$ cat src/rtl/assoc_mem_topk.sv
// Associative memory: streams class HVs against a latched query and keeps the two nearest classes.
// Optional reject flag compiled in with `define ASSOC_MEM_REJECT_EN.
module assoc_mem_topk #(
  parameter int HVDimension = 512,
  parameter int ChunkWidth  = 128,
  parameter int DataWidth   = 8,
  localparam int ScoreWidth = $clog2(HVDimension + 1),
  localparam int NumChunks  = HVDimension / ChunkWidth
) (
  input  logic                   clk_i,
  input  logic                   rst_i,
  input  logic [HVDimension-1:0] query_hv_i,
  input  logic                   am_start_i,
  output logic                   am_busy_o,
  output logic                   am_stall_o,
  input  logic [ChunkWidth-1:0]  class_hv_i,
  input  logic                   class_hv_valid_i,
  output logic                   class_hv_ready_o,
  input  logic [DataWidth-1:0]   am_num_class_i,
  output logic [DataWidth-1:0]   predict_o,
  output logic [DataWidth-1:0]   predict_2nd_o,
  output logic [ScoreWidth-1:0]  score_o,
  output logic [ScoreWidth-1:0]  score_2nd_o,
  output logic [ScoreWidth-1:0]  margin_o,
  output logic                   predict_valid_o,
  input  logic                   predict_ready_i,
  output logic                   am_predict_valid_o,
  input  logic                   am_predict_valid_clr_i,
`ifdef ASSOC_MEM_REJECT_EN
  input  logic [ScoreWidth-1:0]  am_reject_thresh_i,
  output logic                   predict_reject_o,
`endif
  output logic [1:0]             am_state_o
);

  // Handshakes: a beat/result transfers on a rising edge where valid and ready are both high.
  localparam logic [1:0] ST_IDLE = 2'd0;
  localparam logic [1:0] ST_RUN  = 2'd1;
  localparam logic [1:0] ST_DONE = 2'd2;
  localparam int BeatWidth = (NumChunks > 1) ? $clog2(NumChunks) : 1;
  localparam logic [ScoreWidth-1:0] ScoreMax = '1;
  localparam logic [BeatWidth-1:0]  LastBeat = BeatWidth'(NumChunks - 1);

  logic [1:0]             r_state;
  logic [HVDimension-1:0] r_query;
  logic [DataWidth-1:0]   r_num_class;
  logic [DataWidth-1:0]   r_class;
  logic [BeatWidth-1:0]   r_beat;
  logic [ScoreWidth-1:0]  r_acc;
  logic [ScoreWidth-1:0]  r_best;
  logic [ScoreWidth-1:0]  r_second;
  logic [ScoreWidth-1:0]  r_margin;
  logic [DataWidth-1:0]   r_best_idx;
  logic [DataWidth-1:0]   r_second_idx;
  logic                   r_valid;
  logic                   r_csr_valid;

  logic                   w_start_ok;
  logic                   w_last_beat;
  logic                   w_last_class;
  logic                   w_done_entry;
  logic [ChunkWidth-1:0]  w_query_chunk;
  logic [ChunkWidth-1:0]  w_diff;
  logic [ScoreWidth-1:0]  w_chunk_dist;
  logic [ScoreWidth-1:0]  w_dist;
  logic [ScoreWidth-1:0]  w_best_nxt;
  logic [ScoreWidth-1:0]  w_second_nxt;
  logic [DataWidth-1:0]   w_best_idx_nxt;
  logic [DataWidth-1:0]   w_second_idx_nxt;

  assign w_start_ok   = (r_state == ST_IDLE) && am_start_i;
  assign w_last_beat  = (r_state == ST_RUN) && class_hv_valid_i && (r_beat == LastBeat);
  assign w_last_class = (r_class == r_num_class - DataWidth'(1));
  assign w_done_entry = (w_start_ok && (am_num_class_i == '0)) || (w_last_beat && w_last_class);

  always_comb begin
    w_query_chunk = '0;
    for (int k = 0; k < NumChunks; k++) begin
      if (r_beat == BeatWidth'(k)) w_query_chunk = r_query[k*ChunkWidth +: ChunkWidth];
    end
  end

  assign w_diff = class_hv_i ^ w_query_chunk;

  always_comb begin
    w_chunk_dist = '0;
    for (int i = 0; i < ChunkWidth; i++) w_chunk_dist = w_chunk_dist + ScoreWidth'(w_diff[i]);
  end

  assign w_dist = r_acc + w_chunk_dist;

  // Strict less-than keeps the earlier (lower) class index on equal distances.
  always_comb begin
    w_best_nxt       = r_best;
    w_best_idx_nxt   = r_best_idx;
    w_second_nxt     = r_second;
    w_second_idx_nxt = r_second_idx;
    if (w_dist < r_best) begin
      w_second_nxt     = r_best;
      w_second_idx_nxt = r_best_idx;
      w_best_nxt       = w_dist;
      w_best_idx_nxt   = r_class;
    end else if (w_dist < r_second) begin
      w_second_nxt     = w_dist;
      w_second_idx_nxt = r_class;
    end
  end

  always_ff @(posedge clk_i) begin
    if (rst_i) begin
      r_state      <= ST_IDLE;
      r_query      <= '0;
      r_num_class  <= '0;
      r_class      <= '0;
      r_beat       <= '0;
      r_acc        <= '0;
      r_best       <= ScoreMax;
      r_second     <= ScoreMax;
      r_margin     <= '0;
      r_best_idx   <= '0;
      r_second_idx <= '0;
      r_valid      <= 1'b0;
      r_csr_valid  <= 1'b0;
    end else begin
      if (am_predict_valid_clr_i) r_csr_valid <= 1'b0;
      if (w_done_entry)           r_csr_valid <= 1'b1;
      case (r_state)
        ST_IDLE: begin
          if (am_start_i) begin
            r_query      <= query_hv_i;
            r_num_class  <= am_num_class_i;
            r_class      <= '0;
            r_beat       <= '0;
            r_acc        <= '0;
            r_best       <= ScoreMax;
            r_second     <= ScoreMax;
            r_margin     <= '0;
            r_best_idx   <= '0;
            r_second_idx <= '0;
            if (am_num_class_i == '0) begin
              r_state <= ST_DONE;
              r_valid <= 1'b1;
            end else begin
              r_state <= ST_RUN;
            end
          end
        end
        ST_RUN: begin
          if (class_hv_valid_i) begin
            if (r_beat != LastBeat) begin
              r_acc  <= w_dist;
              r_beat <= r_beat + BeatWidth'(1);
            end else begin
              r_acc        <= '0;
              r_beat       <= '0;
              r_class      <= r_class + DataWidth'(1);
              r_best       <= w_best_nxt;
              r_best_idx   <= w_best_idx_nxt;
              r_second     <= w_second_nxt;
              r_second_idx <= w_second_idx_nxt;
              r_margin     <= w_second_nxt - w_best_nxt;
              if (w_last_class) begin
                r_state <= ST_DONE;
                r_valid <= 1'b1;
              end
            end
          end
        end
        ST_DONE: begin
          if (predict_ready_i) begin
            r_state <= ST_IDLE;
            r_valid <= 1'b0;
          end
        end
        default: r_state <= ST_IDLE;
      endcase
    end
  end

`ifdef ASSOC_MEM_REJECT_EN
  logic r_reject;
  // An empty class list finishes with the all-ones score, so it is judged against that.
  always_ff @(posedge clk_i) begin
    if (rst_i) begin
      r_reject <= 1'b0;
    end else if (w_done_entry) begin
      r_reject <= (w_start_ok ? ScoreMax : w_best_nxt) > am_reject_thresh_i;
    end else if (w_start_ok) begin
      r_reject <= 1'b0;
    end
  end
  assign predict_reject_o = r_reject;
`endif

  assign am_busy_o          = (r_state != ST_IDLE);
  assign am_stall_o         = am_start_i && (r_state != ST_IDLE);
  assign class_hv_ready_o   = (r_state == ST_RUN);
  assign predict_o          = r_best_idx;
  assign predict_2nd_o      = r_second_idx;
  assign score_o            = r_best;
  assign score_2nd_o        = r_second;
  assign margin_o           = r_margin;
  assign predict_valid_o    = r_valid;
  assign am_predict_valid_o = r_csr_valid;
  assign am_state_o         = r_state;

endmodule

$ cat config.mk
export PLATFORM = sky130hd
export DESIGN_NAME = assoc_mem_topk
export DESIGN_NICKNAME = d
export VERILOG_FILES = /design/src/rtl/assoc_mem_topk.sv
export SDC_FILE = /design/constraint.sdc
export NUM_CORES = 2
export LEC_CHECK = 0
export ABC_AREA = 1
export BUFFER_PORTS_ARGS = -buffer_cell sky130_fd_sc_hd__buf_2
export CAP_MARGIN = 20
export CORE_ASPECT_RATIO = 0.6
export CORE_MARGIN = 2
export CORE_UTILIZATION = 34
export DETAILED_ROUTE_END_ITERATION = 10
export MAX_ROUTING_LAYER = met4
export PLACE_DENSITY = 0.62
export SYNTH_ARGS = -nofsm -noshare
export SYNTH_HDL_FRONTEND = slang
export SYNTH_SLANG_ARGS = --single-unit
$ cat constraint.sdc
create_clock -name clk_i -period 13.6 [get_ports clk_i]
set_clock_uncertainty 0.1 [all_clocks]
set_input_delay 2.72 -clock clk_i [delete_from_list [all_inputs] [get_ports clk_i]]
set_output_delay 2.72 -clock clk_i [all_outputs]
set_load 0.005 [all_outputs]
# ---- Yosys cells after proc, flatten, opt, wreduce, memory -nomap -nowiden
# Cells that the tools add are included.
dict set report op_classes {
  addsub 132
  mul 0
  div_mod_pow 0
  n_lt_le_gt_ge 2
  n_eq_ne 15
  n_shift 0
  mux 54
  bitwise_logic 1
  n_reduce_logical 21
}
# cell count
set ops {}
lappend ops {{adder 10 x 1 -> 10 bit} 118}
lappend ops {{2-to-1 mux 128 bit} 4}
lappend ops {{2-to-1 mux 10 bit} 13}
lappend ops {{XOR 128 bit} 1}
lappend ops {{2-to-1 mux 8 bit} 10}
lappend ops {{case mux 10 bit (2 select lines)} 4}
lappend ops {{case mux 8 bit (2 select lines)} 3}
lappend ops {{< comparator 10 bit} 2}
lappend ops {{2-to-1 mux 2 bit} 9}
lappend ops {{AND reduction 5 bit} 3}
lappend ops {{adder 10 bit} 1}
lappend ops {{adder 9 x 1 -> 10 bit} 1}
lappend ops {{!= test 2 bit, second input constant} 5}
lappend ops {{subtractor 10 bit} 1}
lappend ops {{adder 8 x 1 -> 9 bit} 1}
lappend ops {{adder 7 x 1 -> 8 bit} 1}
lappend ops {{adder 8 x 1 -> 8 bit, second input constant} 1}
lappend ops {{equality test 8 bit} 1}
lappend ops {{logical NOT 8 bit} 1}
lappend ops {{2-to-1 mux 1 bit} 8}
lappend ops {{subtractor 8 x 1 -> 8 bit, second input constant} 1}
lappend ops {{adder 6 x 1 -> 7 bit} 1}
lappend ops {{AND reduction 7 bit} 1}
lappend ops {{adder 5 x 1 -> 6 bit} 1}
lappend ops {{other kinds (20)} 33}
dict set report totals {
  ff_bits 590
  latchBits 0
  ram_bits 0
  rom_bits 0
  inputBits 654
  output_inout_bits 53
  word_cells 238
  n_memories 0
}

# ---- Logic depth before layout (Yosys ltp)
dict set report depth {
  ltp_word 141
  depth_mapped 60
  ltp_nobuf 57
}

# ---- Least setup slack after synthesis
# Ideal clock, no wire load.
dict set report synth_timing {
  kind {input-to-reg}
  start {in class_hv_i[120]}
  end {reg r_margin[8] (netlist: margin_o[8])}
  setup_ns 0.132
  arrival_time_ns 12.384
  required_ns 13.368
  path_slack_ns 0.984
  cell_stages 48
  n_path_buf 1
  path_cell_list {xnor2_1 -> fa_1 -> fa_1 -> inv_1 -> fa_1 -> fa_1 -> fa_1 -> inv_1 -> fa_1 -> fa_1 -> inv_1 -> fa_1 -> inv_1 -> fa_1 -> inv_1 -> fa_1 -> inv_1 -> fa_1 -> [... 12 more ...] -> nor2_1 -> nand3b_4 -> buf_2 -> o211ai_1 -> o21ai_0 -> ha_1 -> inv_1 -> fa_1 -> nand3_1 -> nand2_1 -> nand2_1 -> nand2_1 -> a21oi_1 -> nor2_1 -> o21ai_0 -> nand3b_1 -> nand3_1 -> a21oi_1}
}
dict set report synth_via {
  elab_chain_len 17
  word_cells_on_any_way 19
  cone_classes {add/sub: 10; order compare: 2; mux: 6; bitwise: 1}
}
# item line
set synth_lines {}
lappend synth_lines {{start, declared} 16} ;# input logic [ChunkWidth-1:0] class_hv_i,
lappend synth_lines {{XOR 128 bit (*)} 83} ;# assign w_diff = class_hv_i ^ w_query_chunk;
lappend synth_lines {{adder 10 x 1 -> 10 bit (*) (8 in a row)} 87} ;# for (int i = 0; i < ChunkWidth; i++) w_chunk_dist = w_chunk_dist + ScoreWidth'(w_diff[i]);
lappend synth_lines {{adder 10 bit (*)} 90} ;# assign w_dist = r_acc + w_chunk_dist;
lappend synth_lines {{< comparator 10 bit} 103} ;# end else if (w_dist < r_second) begin
lappend synth_lines {{2-to-1 mux 10 bit} 103}
lappend synth_lines {{2-to-1 mux 10 bit} 98} ;# if (w_dist < r_best) begin
lappend synth_lines {{subtractor 10 bit (*)} 161} ;# r_margin <= w_second_nxt - w_best_nxt;
lappend synth_lines {{2-to-1 mux 10 bit (*)} 150} ;# if (r_beat != LastBeat) begin
lappend synth_lines {{2-to-1 mux 10 bit (*)} 149} ;# if (class_hv_valid_i) begin
lappend synth_lines {{case mux 10 bit (2 select lines) (*)} 127} ;# case (r_state)
lappend synth_lines {{end signal, assigned} 161}
lappend synth_lines {{end, declared} 52} ;# logic [ScoreWidth-1:0] r_margin;
# Mark *: on every way between the ends. The rest lies on a longest branch, timed or not. The select of a mux whose other input is x is not followed.
# A chain may end at the register's enable or synchronous reset.

# ---- Worst setup path after layout
dict set report layout_timing {
  start {in class_hv_i[98]}
  end {reg r_margin[8] (netlist: margin_o[8])}
}
dict set report layout_via {
  elab_chain_len 39
  word_cells_on_any_way 41
  cone_classes {add/sub: 32; order compare: 2; mux: 6; bitwise: 1}
}
# item line
set layout_lines {}
lappend layout_lines {{XOR 128 bit (*)} 83}
lappend layout_lines {{adder 10 x 1 -> 10 bit (*) (30 in a row)} 87}
lappend layout_lines {{adder 10 bit (*)} 90}
lappend layout_lines {{< comparator 10 bit} 103}
lappend layout_lines {{2-to-1 mux 10 bit} 103}
lappend layout_lines {{2-to-1 mux 10 bit} 98}
lappend layout_lines {{subtractor 10 bit (*)} 161}
lappend layout_lines {{2-to-1 mux 10 bit (*)} 150}
lappend layout_lines {{2-to-1 mux 10 bit (*)} 149}
lappend layout_lines {{case mux 10 bit (2 select lines) (*)} 127}
# Marks and branches as above.

==> results.yml <==
placed_design:
  gp_congestion: 0.966
  place_worst_setup_slack_ns: -0.128
  dpl.hpwl_mm: 98.9
  place.port_buffers: 706
  dp_cells: 5849
setup_path:
  worstRegToRegCells: 54
  most_numerous_cell_on_the_critical_path: "sky130_fd_sc_hd__fa_1"
  worst_path_largest_cell_delay_ns: 0.55
  worst_path_max_delay_cell: "sky130_fd_sc_hd__fa_1"
  crit_path_start_kind: "input pin"
  critPathArrivalTime_ns: 13.35
  crit_end: "margin_o[8]$_SDFFE_PP0P_"
  cp_data_required_time_ns: 13.98
  end_kind: "flip-flop"
  timing.rr.start: "r_beat[1]$_SDFFE_PP0P_"
  crit_path_start: "class_hv_i[98]"
  timing_worst_setup_path_type: "input pin to flip-flop"
  timing.rr.end: "margin_o[8]$_SDFFE_PP0P_"
  path_max_fanout: 6
  rrSetupSlack_ns: 0.68
timing:
  tmin_final_ns: 12.96
  tightest_slew_ns: 1.06
  hold_worst_slack_ns: 0.365
  finalHoldViolCount: 0
  final_ws_setup_ns: 0.636
  relSlewSlack_pct: 28.6
  setup-violations-final: 0
  achievable-frequency_ghz: 0.0771
  slew_viol_final: 0
  final_min_period_over_clock_period_pct: 95.3
route:
  drtAntennaViolNets: 0
  drt_pre_antenna_iters: 6
  first_iter_violations: 2628
  routed-via-count: 30400
  route.detailed.vias_per_inst: 5.07
  route.detailed.drc: 0
  wl_final_mm: 132
  post_detailed_route_wirelength_per_cell_um: 22.0
logic_synthesis:
  yosysTopAreaCell: "sky130_fd_sc_hd__dfxtp_1"
  ys_async_sr_fraction_pct: 0
  number_of_flops_mapped_to_enable_cells_by_yosys: 0
  netlist.area_leader.share_pct: 38.7
  yosys_warnings: 0
  yosysUniqueCellTypes: 40
  synth-seq-area-share_pct: 38.7
  mapped_cells: 4191
  synth_fp_nets: 5039
  main_flop_type_after_synthesis: "sky130_fd_sc_hd__dfxtp_1"
  synth.area.top_cells: "sky130_fd_sc_hd__dfxtp_1 (39%), sky130_fd_sc_hd__nor2_1 (15%), sky130_fd_sc_hd__o21ai_0 (11%), sky130_fd_sc_hd__fa_1 (7.8%), sky130_fd_sc_hd__a21oi_1 (5.5%)"
  synth.ff_latch_count: 590
  summed_instance_area_of_the_synthesized_netlist_mm2: 0.0305
  syn_area_per_cell_um2: 7.29
finish:
  nNetsFinal: 5591
  layout_cell_share_with_drive_strength_beyond_1_pct: 19.2
  seqCellArea_mm2: 0.0118
  layout.filler_cells: 9372
  area_growth_syn_to_layout_pct: 22.7
  final_cell_count_no_fill: 6001
  footprint_of_the_multi_input_gates_mm2: 0.0168
clock_network:
  clk_root_buffer_cell: "sky130_fd_sc_hd__clkbuf_16"
  cts-root-to-sink-buffers: 3
  clkLatencyLatePin_ns: 0.68
  cts_made_buffers: 60
  tritoncts_clock_tree: "yes"
  cts_clock_pin_slew_for_the_worst_setup_and_hold_paths_ns: 0.07
  tritoncts_num_sinks: 590
  cts_max_level: 2
die:
  initial_utilization_pct: 34.2
  num_io_pins: 707
  fp.dieArea_mm2: 0.0923
  floorplan.rows: 85
  coreArea_mm2: 0.0893
  die_w_um: 391
  die_h_um: 236
min_path:
  hp-class: "flip-flop to flip-flop"
global_route:
  first_global_vias: 29000
  grt_first_pass_wirelength_mm: 189
  groute.usage.overall_pct: 28.4
  grt_start_max_net_pins: 189
  globalRoute.totalOverflow: 0
  antenna_found_initial: 35
flow_run:
  cap_viol_max_count: 0
run_status:
  run_status: "finished, final reports clean"
## worst min-delay path by stage
stage / start / end / cells past startpoint
after floorplan: r_acc[1]$_SDFFE_PP0P_ / r_acc[1]$_SDFFE_PP0P_ / 2
after global placement: margin_o[1]$_SDFFE_PP0P_ / margin_o[1]$_SDFFE_PP0P_ / 2
after detailed placement: margin_o[1]$_SDFFE_PP0P_ / margin_o[1]$_SDFFE_PP0P_ / 2
after CTS: margin_o[1]$_SDFFE_PP0P_ / margin_o[1]$_SDFFE_PP0P_ / 2
after global routing: margin_o[9]$_SDFFE_PP0P_ / margin_o[9]$_SDFFE_PP0P_ / 2
final: margin_o[1]$_SDFFE_PP0P_ / margin_o[1]$_SDFFE_PP0P_ / 2
## metal layers
metal / part of all wire, % / track usage [%] / wire length (um) / up-vias
li1: - / - / - / 14800
met1: 43 / 37.1 / 57400 / 14400
met2: 45 / 44.2 / 60200 / 1096
met3: 8.5 / 6.47 / 11200 / 157
met4: 2.7 / 7.17 / 3530 / 0
met5: 0 / - / 0 / -
## area by class of cell
class,count,area share [%]
inverter,194,2.07
multi-input combinational,3112,45.0
timing repair buffer,785,11.5
clock buffer,90,4.76
tap,1174,3.92
clock inverter,22,1.04
sequential,590,31.5
antenna,34,0.227
## logic make-up after synthesis
kind of cell,after synthesis,synth area share (%)
buffers and inverters,489,6.31
xor gates and xnor gates,144,4.13
and+or+nand+nor,1700,22.1
AOI/OAI and AO/OA,1074,17.9
adders and majority gates,194,10.9
DFF,590,38.7
## cell usage in the layout, fill, tap and decap left out, types with 52 or more instances in the layout
cell type,instances
sky130_fd_sc_hd__dfxtp_1,590
sky130_fd_sc_hd__buf_2,706
sky130_fd_sc_hd__clkbuf_16,61
sky130_fd_sc_hd__fa_1,115
sky130_fd_sc_hd__a21oi_1,335
sky130_fd_sc_hd__buf_4,67
sky130_fd_sc_hd__xor2_1,92
sky130_fd_sc_hd__xnor2_1,52
sky130_fd_sc_hd__nand2_1,309
sky130_fd_sc_hd__nand3_1,170
sky130_fd_sc_hd__o21ai_0,689
sky130_fd_sc_hd__nor2_1,1185
sky130_fd_sc_hd__ha_1,71
sky130_fd_sc_hd__inv_1,182
## critical path, delay by kind of cell
| kind | cells | cell delay (ns) |
|---|---|---|
| xor+xnor | 2 | 0.37 |
| fa+ha+maj | 15 | 7.04 |
| compound gates | 7 | 0.93 |
| buf+inv | 11 | 0.91 |
| simple gates | 14 | 1.40 |
## cells in the mapped netlist (2+ instances only)
master,count
sky130_fd_sc_hd__o21ai_1,13
sky130_fd_sc_hd__nand4_1,4
sky130_fd_sc_hd__xnor2_1,52
sky130_fd_sc_hd__ha_1,75
sky130_fd_sc_hd__nand3b_1,6
sky130_fd_sc_hd__nor2_8,3
sky130_fd_sc_hd__fa_1,119
sky130_fd_sc_hd__a21o_1,2
sky130_fd_sc_hd__buf_1,20
sky130_fd_sc_hd__buf_4,4
sky130_fd_sc_hd__nand3_1,170
sky130_fd_sc_hd__inv_1,185
sky130_fd_sc_hd__o21ai_0,696
sky130_fd_sc_hd__dfxtp_1,590
sky130_fd_sc_hd__nor2_1,1185
sky130_fd_sc_hd__nand2_1,309
sky130_fd_sc_hd__or2_2,4
sky130_fd_sc_hd__nor3_1,7
sky130_fd_sc_hd__nor2_2,2
sky130_fd_sc_hd__nor3_2,2
sky130_fd_sc_hd__clkbuf_1,213
sky130_fd_sc_hd__inv_2,8
sky130_fd_sc_hd__nor4_1,2
sky130_fd_sc_hd__a21oi_1,335
sky130_fd_sc_hd__xor2_1,92
sky130_fd_sc_hd__buf_2,58
sky130_fd_sc_hd__a211oi_1,7
sky130_fd_sc_hd__o211ai_1,16
## registers in the layout, summed over array words and instances, names as in the netlist, 2 cells and up
register / cells
r_class: 8
score_2nd_o: 10
r_acc: 10
margin_o: 10
predict_o: 8
r_num_class: 8
score_o: 10
r_query: 512
am_state_o: 2
r_beat: 2
predict_2nd_o: 8
## metrics by stage
step	utilization, %	instance area (um2)	setup TNS (ns)
final	41.9	37500	0
after CTS	41.7	37300	0
after detailed placement	39.3	35100	-0.131
after global placement	39.3	35100	-0.0308
after floorplan	-	30500	0
after global routing	41.9	37400	-0.0412
## repair_timing
item,CTS,global route
hold endpoints to repair,0,0
setup buffers,0,4
hold buffers,0,0
setup endpoints to repair,0,4
resized for setup,0,19
Power is left out: the tool's default activity adds up to more than one toggle a clock period on the data nets, which glitch-free logic cannot reach.
